<file path="src/rtl/adder_meas_pkg.sv">
// rtl/adder_meas_pkg.sv - shared types and default widths for the adder measurement sequencer
package adder_meas_pkg;

    localparam int DEF_WIDTH      = 32;
    localparam int DEF_CNT_W      = 32;
    localparam int DEF_GATE_W     = 16;
    localparam int DEF_SETTLE_CYC = 4;
    localparam int DEF_SYNC_CYC   = 2;

    typedef enum logic [2:0] {
        ST_IDLE,
        ST_LOAD,
        ST_SETTLE,
        ST_GATE,
        ST_SYNC,
        ST_RESP
    } meas_state_t;

    typedef struct packed {
        logic [DEF_CNT_W-1:0] count;
        logic [DEF_WIDTH-1:0] sum;
        logic                 carry;
        logic                 err;
    } meas_rsp_t;

endpackage

</file>
<file path="src/rtl/meas_window_counter.sv">
// rtl/meas_window_counter.sv - loadable down-counter timing the settle, gate and sync windows
module meas_window_counter #(
    parameter int W = 16
) (
    input  logic         i_clk,
    input  logic         i_rst,
    input  logic         i_load,
    input  logic [W-1:0] i_load_val,
    output logic         o_done
);

    logic [W-1:0] r_cnt;

    // Loading N-1 on phase entry makes o_done rise on the phase's Nth cycle.
    always_ff @(posedge i_clk or posedge i_rst) begin
        if (i_rst) begin
            r_cnt <= '0;
        end else if (i_load) begin
            r_cnt <= i_load_val;
        end else if (r_cnt != '0) begin
            r_cnt <= r_cnt - W'(1);
        end
    end

    assign o_done = (r_cnt == '0);

endmodule

</file>
<file path="src/rtl/adder_meas_sequencer.sv">
// rtl/adder_meas_sequencer.sv - drives the instrumented adder, gates its ring count and checks the sum
module adder_meas_sequencer
    import adder_meas_pkg::*;
#(
    parameter int WIDTH      = DEF_WIDTH,
    parameter int CNT_W      = DEF_CNT_W,
    parameter int GATE_W     = DEF_GATE_W,
    parameter int SETTLE_CYC = DEF_SETTLE_CYC,
    parameter int SYNC_CYC   = DEF_SYNC_CYC
) (
    input  logic              wb_clk_i,
    input  logic              wb_rst_i,
    input  logic              cmd_valid,
    output logic              cmd_ready,
    input  logic [WIDTH-1:0]  cmd_a,
    input  logic [WIDTH-1:0]  cmd_b,
    input  logic [GATE_W-1:0] cmd_gate,
    input  logic              abort,
    output logic [WIDTH-1:0]  dut_a,
    output logic [WIDTH-1:0]  dut_b,
    output logic              dut_ring_en,
    output logic              dut_cnt_clr,
    output logic              dut_cnt_en,
    input  logic [CNT_W-1:0]  dut_count,
    input  logic [WIDTH-1:0]  dut_sum,
    input  logic              dut_carry,
    output logic              rsp_valid,
    input  logic              rsp_ready,
    output logic [CNT_W-1:0]  rsp_count,
    output logic [WIDTH-1:0]  rsp_sum,
    output logic              rsp_carry,
    output logic              rsp_err,
    output logic              busy
);

    meas_state_t       r_state;
    meas_state_t       w_next;
    logic [WIDTH-1:0]  r_a;
    logic [WIDTH-1:0]  r_b;
    logic [GATE_W-1:0] r_gate;
    logic              w_load;
    logic [GATE_W-1:0] w_load_val;
    logic              w_done;
    logic              r_cmd_ready;
    logic              r_busy;
    logic              r_ring_en;
    logic              r_cnt_clr;
    logic              r_cnt_en;
    logic              r_rsp_valid;
    meas_rsp_t         r_rsp;

    meas_window_counter #(
        .W(GATE_W)
    ) u_window (
        .i_clk      (wb_clk_i),
        .i_rst      (wb_rst_i),
        .i_load     (w_load),
        .i_load_val (w_load_val),
        .o_done     (w_done)
    );

    // The window counter is reloaded on the last cycle of each phase for the next one.
    always_comb begin
        w_next     = r_state;
        w_load     = 1'b0;
        w_load_val = '0;
        case (r_state)
            ST_IDLE: begin
                if (cmd_valid) w_next = ST_LOAD;
            end
            ST_LOAD: begin
                w_load     = 1'b1;
                w_load_val = GATE_W'(SETTLE_CYC - 1);
                w_next     = abort ? ST_IDLE : ST_SETTLE;
            end
            ST_SETTLE: begin
                if (abort) begin
                    w_next = ST_IDLE;
                end else if (w_done) begin
                    w_next     = ST_GATE;
                    w_load     = 1'b1;
                    w_load_val = r_gate - GATE_W'(1);
                end
            end
            ST_GATE: begin
                if (abort) begin
                    w_next = ST_IDLE;
                end else if (w_done) begin
                    w_next     = ST_SYNC;
                    w_load     = 1'b1;
                    w_load_val = GATE_W'(SYNC_CYC - 1);
                end
            end
            ST_SYNC: begin
                if (abort) w_next = ST_IDLE;
                else if (w_done) w_next = ST_RESP;
            end
            ST_RESP: begin
                if (abort || (r_rsp_valid && rsp_ready)) w_next = ST_IDLE;
            end
            default: w_next = ST_IDLE;
        endcase
    end

    // Every output is registered from the next state so it lines up with the state it belongs to.
    always_ff @(posedge wb_clk_i or posedge wb_rst_i) begin
        if (wb_rst_i) begin
            r_state     <= ST_IDLE;
            r_cmd_ready <= 1'b1;
            r_busy      <= 1'b0;
            r_ring_en   <= 1'b0;
            r_cnt_clr   <= 1'b0;
            r_cnt_en    <= 1'b0;
            r_rsp_valid <= 1'b0;
        end else begin
            r_state     <= w_next;
            r_cmd_ready <= (w_next == ST_IDLE);
            r_busy      <= (w_next != ST_IDLE);
            r_ring_en   <= (w_next == ST_LOAD) || (w_next == ST_SETTLE) ||
                           (w_next == ST_GATE) || (w_next == ST_SYNC);
            r_cnt_clr   <= (w_next == ST_LOAD);
            r_cnt_en    <= (w_next == ST_GATE);
            r_rsp_valid <= (w_next == ST_RESP);
        end
    end

    always_ff @(posedge wb_clk_i or posedge wb_rst_i) begin
        if (wb_rst_i) begin
            r_a    <= '0;
            r_b    <= '0;
            r_gate <= '0;
        end else if ((r_state == ST_IDLE) && cmd_valid) begin
            r_a    <= cmd_a;
            r_b    <= cmd_b;
            r_gate <= (cmd_gate == '0) ? GATE_W'(1) : cmd_gate;
        end
    end

    // Reference check uses the full WIDTH+1 result so a lost carry is flagged.
    always_ff @(posedge wb_clk_i or posedge wb_rst_i) begin
        if (wb_rst_i) begin
            r_rsp <= '0;
        end else if ((r_state == ST_SYNC) && (w_next == ST_RESP)) begin
            r_rsp.count <= dut_count;
            r_rsp.sum   <= dut_sum;
            r_rsp.carry <= dut_carry;
            r_rsp.err   <= ({dut_carry, dut_sum} != ({1'b0, r_a} + {1'b0, r_b}));
        end
    end

    assign cmd_ready   = r_cmd_ready;
    assign busy        = r_busy;
    assign dut_a       = r_a;
    assign dut_b       = r_b;
    assign dut_ring_en = r_ring_en;
    assign dut_cnt_clr = r_cnt_clr;
    assign dut_cnt_en  = r_cnt_en;
    assign rsp_valid   = r_rsp_valid;
    assign rsp_count   = r_rsp.count;
    assign rsp_sum     = r_rsp.sum;
    assign rsp_carry   = r_rsp.carry;
    assign rsp_err     = r_rsp.err;

endmodule
</file>
<file path="config.mk">
export PLATFORM = sky130hd
export DESIGN_NAME = adder_meas_sequencer
export DESIGN_NICKNAME = d
export VERILOG_FILES = /design/src/rtl/adder_meas_pkg.sv /design/src/rtl/meas_window_counter.sv /design/src/rtl/adder_meas_sequencer.sv
export SDC_FILE = /design/constraint.sdc
export NUM_CORES = 1
export LEC_CHECK = 0
export CAP_MARGIN = 20
export CORE_ASPECT_RATIO = 2
export CORE_UTILIZATION = 48
export DETAILED_ROUTE_END_ITERATION = 8
export GPL_TIMING_DRIVEN = 1
export PLACE_DENSITY = 0.81
export SYNTH_ARGS = -nofsm -noshare
export SYNTH_HDL_FRONTEND = slang
export SYNTH_SLANG_ARGS = --single-unit
</file>
<file path="constraint.sdc">
create_clock -name wb_clk_i -period 6.53 [get_ports wb_clk_i]
set_clock_uncertainty 0.2 [all_clocks]
set_input_delay 1.306 -clock wb_clk_i [delete_from_list [all_inputs] [get_ports wb_clk_i]]
set_output_delay 1.306 -clock wb_clk_i [all_outputs]
set_load 0.005 [all_outputs]
</file>
== Yosys cells after proc, flatten, opt, wreduce, memory -nomap -nowiden ==
Index checks and enable logic that the tools add are counted.

* Add/sub/neg operators: 3
* Equality and inequality tests: 11
* Muxes and demuxes: 21
* Reductions and logical operators: 15

{| class="wikitable"
|+ Operators by type and width
! kind !! count
|-
| $mux W16 || 5
|-
| $pmux W16 S3 || 1
|-
| $add A32 B32 Y33 || 1
|-
| $ne A33 B33 Y1 || 1
|-
| $logic_not A16 Y1 || 2
|-
| $sub A16 B1 Y16 const B || 2
|-
| $mux W3 || 8
|-
| $pmux W3 S6 || 1
|-
| $reduce_bool A16 Y1 || 1
|-
| $eq A3 B2 Y1 const B || 4
|-
| $eq A3 B3 Y1 const B || 4
|-
| $eq A3 B1 Y1 const B || 2
|-
| $logic_not A3 Y1 || 2
|-
| $logic_or A1 B1 Y1 || 4
|-
| $mux W1 || 4
|-
| $logic_and A1 B1 Y1 || 3
|-
| $reduce_bool A3 Y1 || 1
|-
| $mux W2 || 1
|-
| $pmux W1 S2 || 1
|-
| $reduce_bool A2 Y1 || 1
|-
| $reduce_or A2 Y1 || 1
|}

* Bits in registers: 171
* Input bits: 150
* Output and inout port bits: 136
* Logic and storage cells: 65

== Logic depth before layout (Yosys ltp) ==
* Word-level depth: 8
* Depth in mapped cells: 12
* Depth with buffers taken out: 11

== Hierarchy ==
A second synthesis with hierarchy kept.

* Cells, all modules: 877
* Area total of the unflattened synthesis: 9541.7 sq um

{| class="wikitable"
|+ Modules (own cells, without submodules)
! module !! instances !! cells each !! area each (sq um) !! seq. area each (sq um)
|-
| adder_meas_sequencer || 1 || 769 || 8559.5 || 3880.0
|-
| meas_window_counter || 1 || 108 || 982.2 || 400.4
|}

== Worst setup path before layout ==
OpenSTA, ideal clock, no wires.

* Kind: reg-to-reg
* Start: reg r_a[0], in the netlist dut_a[0]
* End: reg r_rsp (netlist bit rsp_err)
* Library setup time: 0.121 ns
* Arrival time: 2.769 ns
* Data required time: 6.209 ns
* Setup slack: 3.440 ns
* Cell stages (with the launch flop): 12
* Path buffers: 0
* Period minus slack after synthesis: 3.090 ns
* Path through: dfrtp_1 > ha_1 > fa_1 > a21oi_1 > o22ai_1 > a21oi_1 > a21oi_2 > o31ai_2 > mux2_2 > nor4_2 > nand4_1 > o22a_1

* Longest elaborated chain between the ends: 2

{| class="wikitable"
|+ Ends and longest elaborated chain
! element !! RTL line !! source
|-
| start: declaration || adder_meas_sequencer.sv:38 || <nowiki>logic [WIDTH-1:0] r_a;</nowiki>
|-
| start signal: assignment || adder_meas_sequencer.sv:133 || <nowiki>r_a <= cmd_a;</nowiki>
|-
| $add A32 B32 Y33 || adder_meas_sequencer.sv:147 || <nowiki>r_rsp.err <= ({dut_carry, dut_sum} != ({1'b0, r_a} + {1'b0, r_b}));</nowiki>
|-
| $ne A33 B33 Y1 || adder_meas_sequencer.sv:147 ||
|-
| end: declaration || adder_meas_sequencer.sv:50 || <nowiki>meas_rsp_t r_rsp;</nowiki>
|}

Every way passes these cells.
A chain may end at the register's enable or synchronous reset.

== Worst setup path in the final report ==
* Start: in dut_sum[18]
* End: reg r_rsp (netlist bit rsp_err)

* Longest elaborated chain between the ends: 1

{| class="wikitable"
|+ Ends and longest elaborated chain
! element !! RTL line !! source
|-
| start: declaration || adder_meas_sequencer.sv:25 || <nowiki>input logic [WIDTH-1:0] dut_sum,</nowiki>
|-
| $ne A33 B33 Y1 || adder_meas_sequencer.sv:147 ||
|}

Every way passes these cells.

==> results by group <==
Outcome
  – Status: finished, final reports clean

Worst hold path
  – Hold path cells: 1
  – HP Class: reg2reg
  – Worst hold endpoint: rsp_count[27]$_DFFE_PP0P_
  – Hold Path Origin: rsp_count[27]$_DFFE_PP0P_

Yosys
  – Xor and xnor area share after synthesis: 0.0601
  – Mux cell area share after synthesis: 0.170
  – Adder-cell share of the synthesized area: 0.0469
  – Cells after Synth: 883
  – Yosys reg bits: 171
  – Post-synthesis compound-gate area fraction: 0.114
  – Post-Synth Simple-Gate Area: 0.132
  – Synth async-reset ratio: 1.00
  – Largest family of logic cells by synthesized area: multiplexers
  – Synthesized area: 9770 sq um
  – EDFF count, synth: 0
  – Avg Inst Size Synth: 11.1 sq um
  – Top FF cell, synth: dfrtp_1
  – Syn_nets: 1069
  – Seq/Total Area, Yosys: 0.438
  – Syn. warnings: 0
  – Synth cell types: 83

Floorplan
  – Initial Util: 0.491
  – Row count: 73
  – DIE HEIGHT: 204 um
  – Total core area: 19900 sq um
  – Die area: 21000 sq um
  – Die width: 103 um
  – Top-Level Pins: 286

Place
  – Dpl cells: 1394
  – IO buf count: 285
  – Routability Congestion: 0.943
  – Detail Placement HPWL: 23700 um

Drt
  – Via density: 5.75
  – WL final: 30000 um
  – Vias: 8199
  – Routed Antenna Nets: 0
  – DRT iter0 DRCs: 291
  – DR pass1 iterations: 5
  – Residual DRC: 0
  – Avg WL per Cell: 21.0 um

GRT
  – Gr usage total: 0.297
  – First-pass GRT wire length: 45800 um
  – Largest net degree at the start of global routing: 101
  – Initial antenna violation count: 0
  – Vias in the first global route: 8707
  – Total gr overflow: 0

Setup path
  – Critical Path Source: dut_sum[18]
  – Terminus of the critical flop-to-flop path: rsp_err$_DFFE_PP0P_
  – Critical Path RT: 6.66 ns
  – R2R depth: 11
  – Worst reg2reg setup slack: 2.94 ns
  – CP Capture Type: flip-flop
  – CP arrival: 3.83 ns
  – Critical Path Fanout Max: 4
  – Critical Path Source Type: input port
  – Reg2Reg Launch Point: dut_a[0]$_DFFE_PP0P_
  – Crit path kind: in2reg

Clock network
  – CTS Sinks: 171
  – Clock-pin slew on the worst setup and hold paths: 0.07 ns
  – H-tree depth: 4
  – Root buf cell: clkbuf_16
  – CTS Hold Bufs: 0
  – Num CTS Buffers: 17
  – Worst-Skew Late Latency: 0.45 ns
  – CTS tree: yes
  – Post-CTS Setup Bufs: 0
  – Resized cells post-CTS: 0
  – CTS Buffer Depth: 2

Final layout
  – Most common cell after layout, fill and taps aside: clkdlybuf4s50_1
  – # nets final: 1337
  – Most frequent cells in the layout: 285 x clkdlybuf4s50_1, 170 x dfrtp_1, 144 x mux2_2
  – N_diodes: 0
  – Area grow syn2layout: 36.1%
  – Layout cells sized above 1: 0.183
  – Final Non-Filler Cells: 1426

STA
  – Slew HR: 0.269
  – Setup Total Neg Slack: 0 ns
  – RSZ-0062 raised after global routing: false
  – Endpoints failing setup: 0
  – Fmax: 0.271 GHz
  – Period utilization: 0.565
  – Fin. Hold Viols: 0
  – Max Transition Viols Final: 0
  – Clock period minus final worst setup slack: 3.69 ns
  – Slew @ Worst Pin: 1.09 ns

Power
  – Static leakage: 0.00548 uW
  – Pwr/cell area: 438 nW/um^2
  – Max VDD drop: 0.269 mV

Job
  – Max-Cap Viols: 0
[cell type report]
class | instances | area [sq um]
fillers | 1630 | 6620
repair buffers | 288 | 2890
clock inverters | 15 | 170
flip-flops and latches | 171 | 4280
clock buffers | 17 | 425
well taps | 262 | 328
inverters | 19 | 76.3
multi-input cells | 654 | 5120
[report_power, final]
part / leakage, uW / internal, uW / total [uW] / switching, uW
clock: 0.000288 / 516 / 1020 / 500
sequential: 0.00211 / 1320 / 1600 / 273
combinational: 0.00309 / 1460 / 3210 / 1760
[Yosys cell counts, types with 3 or more instances]
master    number  area (sq um)
buf_2          7          35.0
mux2_2       144          1620
xor2_1        29           254
o21a_1         5          37.5
o22ai_1        3          18.8
clkbuf_1      13          48.8
a21o_1         6          45.0
dfrtp_1      170          4250
clkbuf_8       4          55.1
and2_1         6          37.5
nor3_1        23           115
and3_1         6          37.5
or3_1          7          43.8
nor4_2         4          50.1
ha_1          35           438
nand2_1       51           191
buf_6         12           135
a21oi_2        4          35.0
nor4_1        12          75.1
inv_1         19          71.3
o21ai_2        3          26.3
nor3b_1        4          30.0
nand3_1       14          70.1
nand4_1       22           138
or4_1          4          30.0
nor2b_1        3          18.8
and4_1         3          26.3
a31oi_1        3          18.8
o21ai_1       11          55.1
a22oi_1        8          60.1
o21bai_1       4          30.0
xnor2_1       38           333
o21ai_0       31           155
a21oi_1       53           265
nor3_2         3          30.0
mux2i_1        4          40.0
nand2b_1       7          43.8
nor2_1        51           191
[through the flow]
step / total power [uW] / hold WS (ns) / cell area (sq um) / setup WS, ns / util
after floorplan: 3720 / 0.301 / 9770 / 0.394 / -
after global placement: 4760 / 0.288 / 12700 / 2.53 / 0.638
after detailed placement: 4790 / 0.294 / 12700 / 2.48 / 0.638
after CTS: 5840 / 0.312 / 13300 / 2.95 / 0.667
after global routing: 6170 / 0.320 / 13300 / 2.71 / 0.667
final: 5830 / 0.308 / 13300 / 2.84 / 0.667
[worst max-delay path, stage by stage]
cell	delay [ns]
clkdlybuf4s50_1	0.52
xor2_1	0.43
nor2_1	0.14
a2111oi_0	0.50
and4_1	0.27
nand4_1	0.11
nor4_1	0.25
nand4_1	0.13
o22a_1	0.17
[registers in the layout, indices dropped and copies added, names as in the netlist, 3 cells and up]
name            cells
dut_a              32
u_window.r_cnt     16
r_state             3
dut_b              32
rsp_count          32
r_gate             16
rsp_sum            32
[per-layer routing]
layer / global-route usage / vias up / wire length, um
met5: 0 / - / 0
met4: 0.185 / 0 / 1830
met3: 0.0538 / 104 / 1230
met2: 0.568 / 317 / 17400
met1: 0.276 / 3995 / 9570
li1: - / 3783 / -
[how the worst max path moves through the flow]
stage | cells past startpoint | slack, ns | endpoint
after floorplan | 1 | 0.39 | busy$_DFF_PP0_
after global placement | 9 | 2.53 | rsp_err$_DFFE_PP0P_
after detailed placement | 9 | 2.48 | rsp_err$_DFFE_PP0P_
after CTS | 9 | 2.95 | rsp_err$_DFFE_PP0P_
after global routing | 9 | 2.71 | rsp_err$_DFFE_PP0P_
final | 9 | 2.84 | rsp_err$_DFFE_PP0P_
[kinds of logic after synthesis]
logic type	Yosys count
compound gates	166
mux	148
xor+xnor	67
fa+ha+maj	36
simple gates	237
buf+inv	58
flops	171
No activity file was read; power rests on OpenSTA's default activity.
